`src/rtl/csr_tohost_reporter_pkg.sv`:
```
// Shared definitions for the tohost reporter: the captured CSR address,
// FSM state encoding and a small sizing helper.
package csr_tohost_reporter_pkg;

  localparam logic [11:0] CSR_TOHOST_ADDR = 12'h51E;

  typedef enum logic {
    IDLE = 1'b0,
    SEND = 1'b1
  } state_t;

  // Byte-index width; never zero so an 8-bit CSR still gets a legal vector.
  function automatic int idx_width(input int nbytes);
    return (nbytes > 1) ? $clog2(nbytes) : 1;
  endfunction

endpackage

```
`src/rtl/csr_tohost_reporter_if.sv`:
```
// CSR write snoop bus plus the valid/ready byte stream towards the UART TX.
interface csr_tohost_reporter_if #(
  parameter int DWIDTH = 32
);
  logic              csr_we;
  logic [11:0]       csr_addr;
  logic [DWIDTH-1:0] csr_wdata;
  logic [7:0]        byte_out;
  logic              byte_out_valid;
  logic              byte_out_ready;

  modport master (
    output csr_we, csr_addr, csr_wdata, byte_out_ready,
    input  byte_out, byte_out_valid
  );

  modport slave (
    input  csr_we, csr_addr, csr_wdata, byte_out_ready,
    output byte_out, byte_out_valid
  );
endinterface

```
`src/rtl/csr_tohost_reporter_fifo.sv`:
```
// Synchronous first-word-fall-through FIFO holding captured tohost words.
// Pointers carry one extra wrap bit so full and empty are distinguishable.
module csr_report_fifo #(
  parameter int DWIDTH = 32,
  parameter int DEPTH  = 4
) (
  input  logic                   clk,
  input  logic                   rst,
  input  logic                   push,
  input  logic                   pop,
  input  logic [DWIDTH-1:0]      din,
  output logic [DWIDTH-1:0]      dout,
  output logic                   full,
  output logic                   empty,
  output logic [$clog2(DEPTH):0] count
);
  localparam int AW = $clog2(DEPTH);

  logic [DWIDTH-1:0] mem [DEPTH];
  logic [AW:0]       wr_ptr;
  logic [AW:0]       rd_ptr;
  logic              do_push;
  logic              do_pop;

  assign count = wr_ptr - rd_ptr;
  assign empty = (wr_ptr == rd_ptr);
  assign full  = (count == (AW+1)'(DEPTH));
  assign dout  = mem[rd_ptr[AW-1:0]];

  // A push into a full FIFO is legal when the head leaves at the same edge.
  assign do_pop  = pop & ~empty;
  assign do_push = push & (~full | do_pop);

  always_ff @(posedge clk or posedge rst) begin
    if (rst) begin
      wr_ptr <= '0;
      rd_ptr <= '0;
    end else begin
      if (do_push) wr_ptr <= wr_ptr + 1'b1;
      if (do_pop)  rd_ptr <= rd_ptr + 1'b1;
    end
  end

  always_ff @(posedge clk) begin
    if (do_push) mem[wr_ptr[AW-1:0]] <= din;
  end

endmodule

```
`src/rtl/csr_tohost_reporter.sv`:
```
// Snoops EX-stage CSR writes, queues tohost values and streams each word
// little-endian as bytes to the UART TX without ever stalling the core.
//
//   state | meaning
//   IDLE  | nothing in flight; load the FIFO head when one is queued
//   SEND  | byte_out/byte_out_valid present sh[byte_idx] until accepted
module csr_tohost_reporter
  import csr_tohost_reporter_pkg::*;
#(
  parameter int          DWIDTH   = 32,
  parameter int          DEPTH    = 4,
  parameter logic [11:0] CSR_ADDR = CSR_TOHOST_ADDR
) (
  input  logic                      clk,
  input  logic                      rst,
  csr_tohost_reporter_if.slave      bus,
  input  logic                      clear_overflow,
  output logic [$clog2(DEPTH):0]    fifo_count,
  output logic                      busy,
  output logic                      overflow
);
  localparam int          NB   = DWIDTH / 8;
  localparam int          IW   = idx_width(NB);
  localparam logic [IW-1:0] LAST = IW'(NB - 1);

  state_t            state_q, state_d;
  logic [DWIDTH-1:0] sh_q, sh_d;
  logic [IW-1:0]     idx_q, idx_d;
  logic [7:0]        byte_q, byte_d;
  logic              valid_q, valid_d;

  logic              capture;
  logic              pop;
  logic              push;
  logic              drop;
  logic              full;
  logic              empty;
  logic [DWIDTH-1:0] head;

  assign capture = bus.csr_we && (bus.csr_addr == CSR_ADDR);
  assign push    = capture && (!full || pop);
  assign drop    = capture && full && !pop;

  csr_report_fifo #(
    .DWIDTH (DWIDTH),
    .DEPTH  (DEPTH)
  ) u_fifo (
    .clk   (clk),
    .rst   (rst),
    .push  (push),
    .pop   (pop),
    .din   (bus.csr_wdata),
    .dout  (head),
    .full  (full),
    .empty (empty),
    .count (fifo_count)
  );

  always_ff @(posedge clk or posedge rst) begin
    if (rst) begin
      state_q <= IDLE;
      sh_q    <= '0;
      idx_q   <= '0;
      byte_q  <= '0;
      valid_q <= 1'b0;
    end else begin
      state_q <= state_d;
      sh_q    <= sh_d;
      idx_q   <= idx_d;
      byte_q  <= byte_d;
      valid_q <= valid_d;
    end
  end

  always_comb begin
    state_d = state_q;
    sh_d    = sh_q;
    idx_d   = idx_q;
    byte_d  = byte_q;
    valid_d = valid_q;
    pop     = 1'b0;
    unique case (state_q)
      IDLE: begin
        if (!empty) begin
          pop     = 1'b1;
          sh_d    = head;
          idx_d   = '0;
          byte_d  = head[7:0];
          valid_d = 1'b1;
          state_d = SEND;
        end
      end
      SEND: begin
        if (valid_q && bus.byte_out_ready) begin
          if (idx_q != LAST) begin
            idx_d  = idx_q + 1'b1;
            byte_d = sh_q[{idx_q + 1'b1, 3'b000} +: 8];
          end else if (!empty) begin
            // Chain straight into the next word so the stream has no bubble.
            pop    = 1'b1;
            sh_d   = head;
            idx_d  = '0;
            byte_d = head[7:0];
          end else begin
            valid_d = 1'b0;
            state_d = IDLE;
          end
        end
      end
      default: state_d = IDLE;
    endcase
  end

  // A drop at the same edge as a clear must stay visible.
  always_ff @(posedge clk or posedge rst) begin
    if (rst)                 overflow <= 1'b0;
    else if (drop)           overflow <= 1'b1;
    else if (clear_overflow) overflow <= 1'b0;
  end

  assign bus.byte_out       = byte_q;
  assign bus.byte_out_valid = valid_q;
  assign busy               = (state_q == SEND);

endmodule

```
`src/flat_wrapper.sv`:
```
// flat-port wrapper written by rule: the top's interface ports become plain ports
module csr_tohost_reporter_flat import csr_tohost_reporter_pkg::*;
#(
  parameter int          DWIDTH   = 32,
  parameter int          DEPTH    = 4,
  parameter logic [11:0] CSR_ADDR = CSR_TOHOST_ADDR
)
  (clk, rst, clear_overflow, fifo_count, busy, overflow, bus_csr_we, bus_csr_addr, bus_csr_wdata, bus_byte_out_ready, bus_byte_out, bus_byte_out_valid);
  csr_tohost_reporter_if #(.DWIDTH(DWIDTH)) bus_i ();
  input  logic clk;
  input  logic rst;
  input  logic clear_overflow;
  output logic [$clog2(DEPTH):0] fifo_count;
  output logic busy;
  output logic overflow;
  input wire logic [$bits(bus_i.csr_we)-1:0] bus_csr_we;
  input wire logic [$bits(bus_i.csr_addr)-1:0] bus_csr_addr;
  input wire logic [$bits(bus_i.csr_wdata)-1:0] bus_csr_wdata;
  input wire logic [$bits(bus_i.byte_out_ready)-1:0] bus_byte_out_ready;
  output wire logic [$bits(bus_i.byte_out)-1:0] bus_byte_out;
  output wire logic [$bits(bus_i.byte_out_valid)-1:0] bus_byte_out_valid;
  assign bus_i.csr_we = bus_csr_we;
  assign bus_i.csr_addr = bus_csr_addr;
  assign bus_i.csr_wdata = bus_csr_wdata;
  assign bus_i.byte_out_ready = bus_byte_out_ready;
  assign bus_byte_out = bus_i.byte_out;
  assign bus_byte_out_valid = bus_i.byte_out_valid;
  csr_tohost_reporter #(.DWIDTH(DWIDTH), .DEPTH(DEPTH), .CSR_ADDR(CSR_ADDR)) u_core (.clk(clk), .rst(rst), .bus(bus_i), .clear_overflow(clear_overflow), .fifo_count(fifo_count), .busy(busy), .overflow(overflow));
endmodule
```
`config.mk`:
```
export PLATFORM = sky130hd
export DESIGN_NAME = csr_tohost_reporter_flat
export DESIGN_NICKNAME = d
export VERILOG_FILES = /design/src/rtl/csr_tohost_reporter_pkg.sv /design/src/rtl/csr_tohost_reporter_if.sv /design/src/rtl/csr_tohost_reporter_fifo.sv /design/src/rtl/csr_tohost_reporter.sv /design/src/flat_wrapper.sv
export SDC_FILE = /design/constraint.sdc
export NUM_CORES = 1
export LEC_CHECK = 0
export CORE_MARGIN = 10
export CORE_UTILIZATION = 40
export CTS_BUF_LIST = sky130_fd_sc_hd__clkbuf_4
export DETAILED_ROUTE_END_ITERATION = 6
export GPL_TIMING_DRIVEN = 0
export SLEW_MARGIN = 20
export SYNTH_ARGS = -nofsm -noshare
export SYNTH_HDL_FRONTEND = slang
export SYNTH_SLANG_ARGS = --single-unit
export TNS_END_PERCENT = 50
```
`constraint.sdc`:
```
create_clock -name clk -period 4.3 [get_ports clk]
set_input_delay 0.86 -clock clk [delete_from_list [all_inputs] [get_ports clk]]
set_output_delay 0.86 -clock clk [all_outputs]
set_load 0.02 [all_outputs]
```
==> summary.txt <==
Outcome
  – Status: complete, no violations

Cells and area
  – Layout cells sized above 1: 19.1%
  – Area delta synth->final: 19.7%
  – Antenna Cells: 0
  – Most frequent cells in the layout: edfxtp_1 (128), nand2_1 (94), clkdlybuf4s50_1 (62)
  – Non-Filler Instances: 738
  – Design area: 8420 um^2
  – Commonest non-fill, non-tap cell in the layout: edfxtp_1
  – Final nets: 558

Timing
  – Worst slew pin tran: 0.796 ns
  – Slew Limit Fails: 0
  – Setup Skew: 0.0134 ns
  – Hold Vio Cnt, Final: 0
  – Min Tclk post-route: 3.92 ns
  – Fmax: 255 MHz
  – # setup viols final: 0
  – Final Cycle Share: 91.1%
  – Worst slew margin: 46.9%
  – RSZ-0062 raised after global routing: false

Worst setup path
  – Most common cell on crit path: clkbuf_1
  – WS Path Type: reg2reg
  – Slowest cell on crit path: clkbuf_1
  – Register-to-Register Path Depth: 11
  – Worst path bufs/invs: 6
  – CP delay by family, top: buffers and inverters
  – Crit-path max FO: 17
  – Crit path required time: 4.57 ns
  – CP startpoint kind: register
  – Slowest stage delay, CP: 0.65 ns
  – Worst-path cell chain: clkbuf_1 -> clkbuf_1 -> inv_1 -> ha_1 -> and2_1 -> buf_1 -> a22o_1 -> buf_2 -> a31oi_2 -> and2_2 -> buf_16
  – Worst R2R Setup Slack: 0.38 ns
  – Worst reg2reg startpoint: u_core.u_fifo.rd_ptr[1]$_DFFE_PP0P_
  – Worst Setup End Kind: register
  – CP arrival: 4.19 ns
  – Reg-to-reg endpoint: u_core.u_fifo.mem[1][25]$_DFFE_PP_
  – Crit. path cell count: 11

Min path
  – Worst Hold Depth: 2
  – Min-delay src: u_core.sh_q[2]$_DFFE_PP0P_
  – WHS Endpoint: u_core.sh_q[2]$_DFFE_PP0P_
  – Hold Path Class: reg2reg

Job
  – Max-Cap Viols: 0

Yosys
  – Post-Syn Area: 7030 um^2
  – Syn avg cell area: 17.1 um^2
  – Syn Inst Count: 412
  – Synthesized Nets: 470
  – Yosys reg bits: 179
  – Synth area leaders: edfxtp_1 (55%), dfrtp_1 (18%), mux4_2 (13%), nand2_1 (5.0%), ha_1 (1.4%)
  – Top-area cell type share of the netlist area: 54.7%
  – Leading area contributor after synthesis: edfxtp_1
  – Yosys warning count: 0
  – Yosys cell types: 35
  – Seq/Total Area, Yosys: 72.8%

Routing
  – WL/cell: 19.1 um
  – Final WL: 14,100 um
  – Post-DR vias/cell: 5.04
  – Via Count: 3,723
  – Drt drc: 0
  – DRT iter0 DRCs: 184
  – Pre-antenna DRT Iters: 5
  – Post-route ant nets: 0

Clock network
  – Worst-Skew Late Latency: 0.56 ns
  – TritonCTS Buffers: 17
  – Setup repair bufs after CTS: 0
  – Clk buf depth: 2
  – CTS root buf: clkbuf_4
  – H-tree lvl count: 4
  – CTS sink cnt: 179
  – CTS Hold Bufs: 0
  – Worst-path clk slew: 0.14 ns
  – Post-CTS sizing: 0
  – CTS tree: done

GRT
  – Grt ovf: 0
  – Largest net degree at the start of global routing: 32
  – Vias in the first global route: 4,035
  – All-Layer GR Usage: 12.4%
  – First-pass GRT wire length: 22,500 um
  – Initial antenna violation count: 0

Floorplanning
  – Core Area: 17,300 um^2
  – Effective utilization at floorplan: 40.7%
  – I/O pin count: 63
  – Die height: 153 um
  – Die width: 153 um
  – Number of core rows: 48
  – Die area: 23,300 um^2

Place
  – Dpl hpwl: 9980 um
  – Port Buf Inserts: 62
  – Placed Cells incl. Taps: 706
  – Cell Area, Placed: 8080 um^2
  – Gp weighted congestion: 0.806

Pwr
  – LEAKAGE: 3.12 nW
  – Max VDD drop: 0.306 mV
  – PD cells: 540 nW/um^2
[registers in the layout, summed over array words and instances (netlist names)]
name	cells
u_core.bus.byte_out_valid	1
u_core.u_fifo.mem	128
u_core.idx_q	2
u_core.overflow	1
u_core.bus.byte_out	8
u_core.busy	1
u_core.u_fifo.wr_ptr	3
u_core.u_fifo.rd_ptr	3
u_core.sh_q	32
[through the flow]
step / setup slack [ns] / power, mW / hold WS, ns / util [%] / TNS, ns
after floorplan: 0.485 / 3.07 / 0.440 / - / 0
after global placement: -1.43 / 3.50 / 0.457 / 45.9 / -86.24
after detailed placement: 0.319 / 3.54 / 0.462 / 46.7 / 0
after CTS: 0.296 / 4.61 / 0.492 / 48.7 / 0
after global routing: 0.0463 / 4.80 / 0.513 / 48.7 / 0
final: 0.381 / 4.55 / 0.492 / 48.7 / 0
[power breakdown]
part / switching [mW] / total, mW / internal [mW] / leakage (nW)
sequential: 0.130 / 2.17 / 2.04 / 1.78
combinational: 0.636 / 1.30 / 0.660 / 1.14
clock: 0.534 / 1.09 / 0.551 / 0.190
[synthesized netlist by cell type]
| cell type | count |
|---|---|
| xnor2_2 | 2 |
| and3b_1 | 1 |
| nand2_1 | 94 |
| a32o_1 | 1 |
| xnor2_1 | 3 |
| a22oi_1 | 1 |
| mux4_2 | 40 |
| a22o_1 | 2 |
| buf_2 | 10 |
| dfrtp_1 | 51 |
| a311oi_2 | 1 |
| clkbuf_1 | 7 |
| inv_1 | 8 |
| and4b_1 | 1 |
| nor2b_1 | 1 |
| ha_1 | 8 |
| a221o_1 | 2 |
| o21ai_0 | 2 |
| nand4_1 | 1 |
| nor2_1 | 16 |
| xor2_1 | 1 |
| o22ai_1 | 7 |
| nand2b_1 | 1 |
| a21oi_1 | 2 |
| nand3_1 | 2 |
| mux2_1 | 1 |
| a32oi_1 | 1 |
| and2_1 | 7 |
| fa_1 | 1 |
| buf_1 | 3 |
| or2_2 | 2 |
| nor4b_1 | 1 |
| a21o_1 | 2 |
| a31oi_2 | 1 |
| edfxtp_1 | 128 |
[cell type report]
cell class	count	area, um^2
multi-input combinational	205	1810
clock buffer	22	165
inverter	8	30.0
sequential	179	5120
buffer	20	87.6
timing repair buffer	69	746
fill	1467	8870
clock inverter	10	181
tap	225	282
[cell families after synthesis]
family / after synthesis / share of synthesized area, %
flip-flops: 179 / 72.8
buffers and inverters: 28 / 1.67
XOR/XNOR: 6 / 0.961
AND/OR/NAND/NOR: 127 / 7.47
adder cells (fa/ha/maj): 9 / 1.71
multiplexers: 41 / 13.0
AO/OA/AOI/OAI: 22 / 2.42
[how the worst max path moves through the flow]
stage,from,endpoint,slack (ns)
6_report,u_core.u_fifo.rd_ptr[1]$_DFFE_PP0P_,u_core.u_fifo.mem[1][25]$_DFFE_PP_,0.38
4_1_cts,u_core.u_fifo.rd_ptr[1]$_DFFE_PP0P_,u_core.u_fifo.mem[1][25]$_DFFE_PP_,0.30
2_1_floorplan,u_core.u_fifo.rd_ptr[1]$_DFFE_PP0P_,u_core.u_fifo.mem[3][0]$_DFFE_PP_,0.48
3_5_place_dp,u_core.u_fifo.rd_ptr[1]$_DFFE_PP0P_,u_core.u_fifo.mem[1][10]$_DFFE_PP_,0.32
3_3_place_gp,u_core.u_fifo.rd_ptr[1]$_DFFE_PP0P_,u_core.u_fifo.mem[3][10]$_DFFE_PP_,-1.43
5_1_grt,u_core.u_fifo.rd_ptr[1]$_DFFE_PP0P_,u_core.u_fifo.mem[1][22]$_DFFE_PP_,0.05
[routing by layer]
| layer | vias to the layer above | global-route usage (%) | wire (um) |
|---|---|---|---|
| met1 | 1896 | 16.4 | 6590 |
| met3 | 16 | 3.84 | 636 |
| met2 | 93 | 19.2 | 6670 |
| met4 | 0 | 4.00 | 216 |
| li1 | 1718 | - | - |
| met5 | - | 0 | 0 |
[worst register-to-register path, delay by kind of cell (launching register included)]
kind / cells / cell delay [ns]
DFF: 1 / 0.42
AOI/OAI and AO/OA: 2 / 0.50
and+or+nand+nor: 2 / 0.69
adders and majority gates: 1 / 0.29
buffers and inverters: 6 / 1.70
No activity file was read; power rests on OpenSTA's default activity.
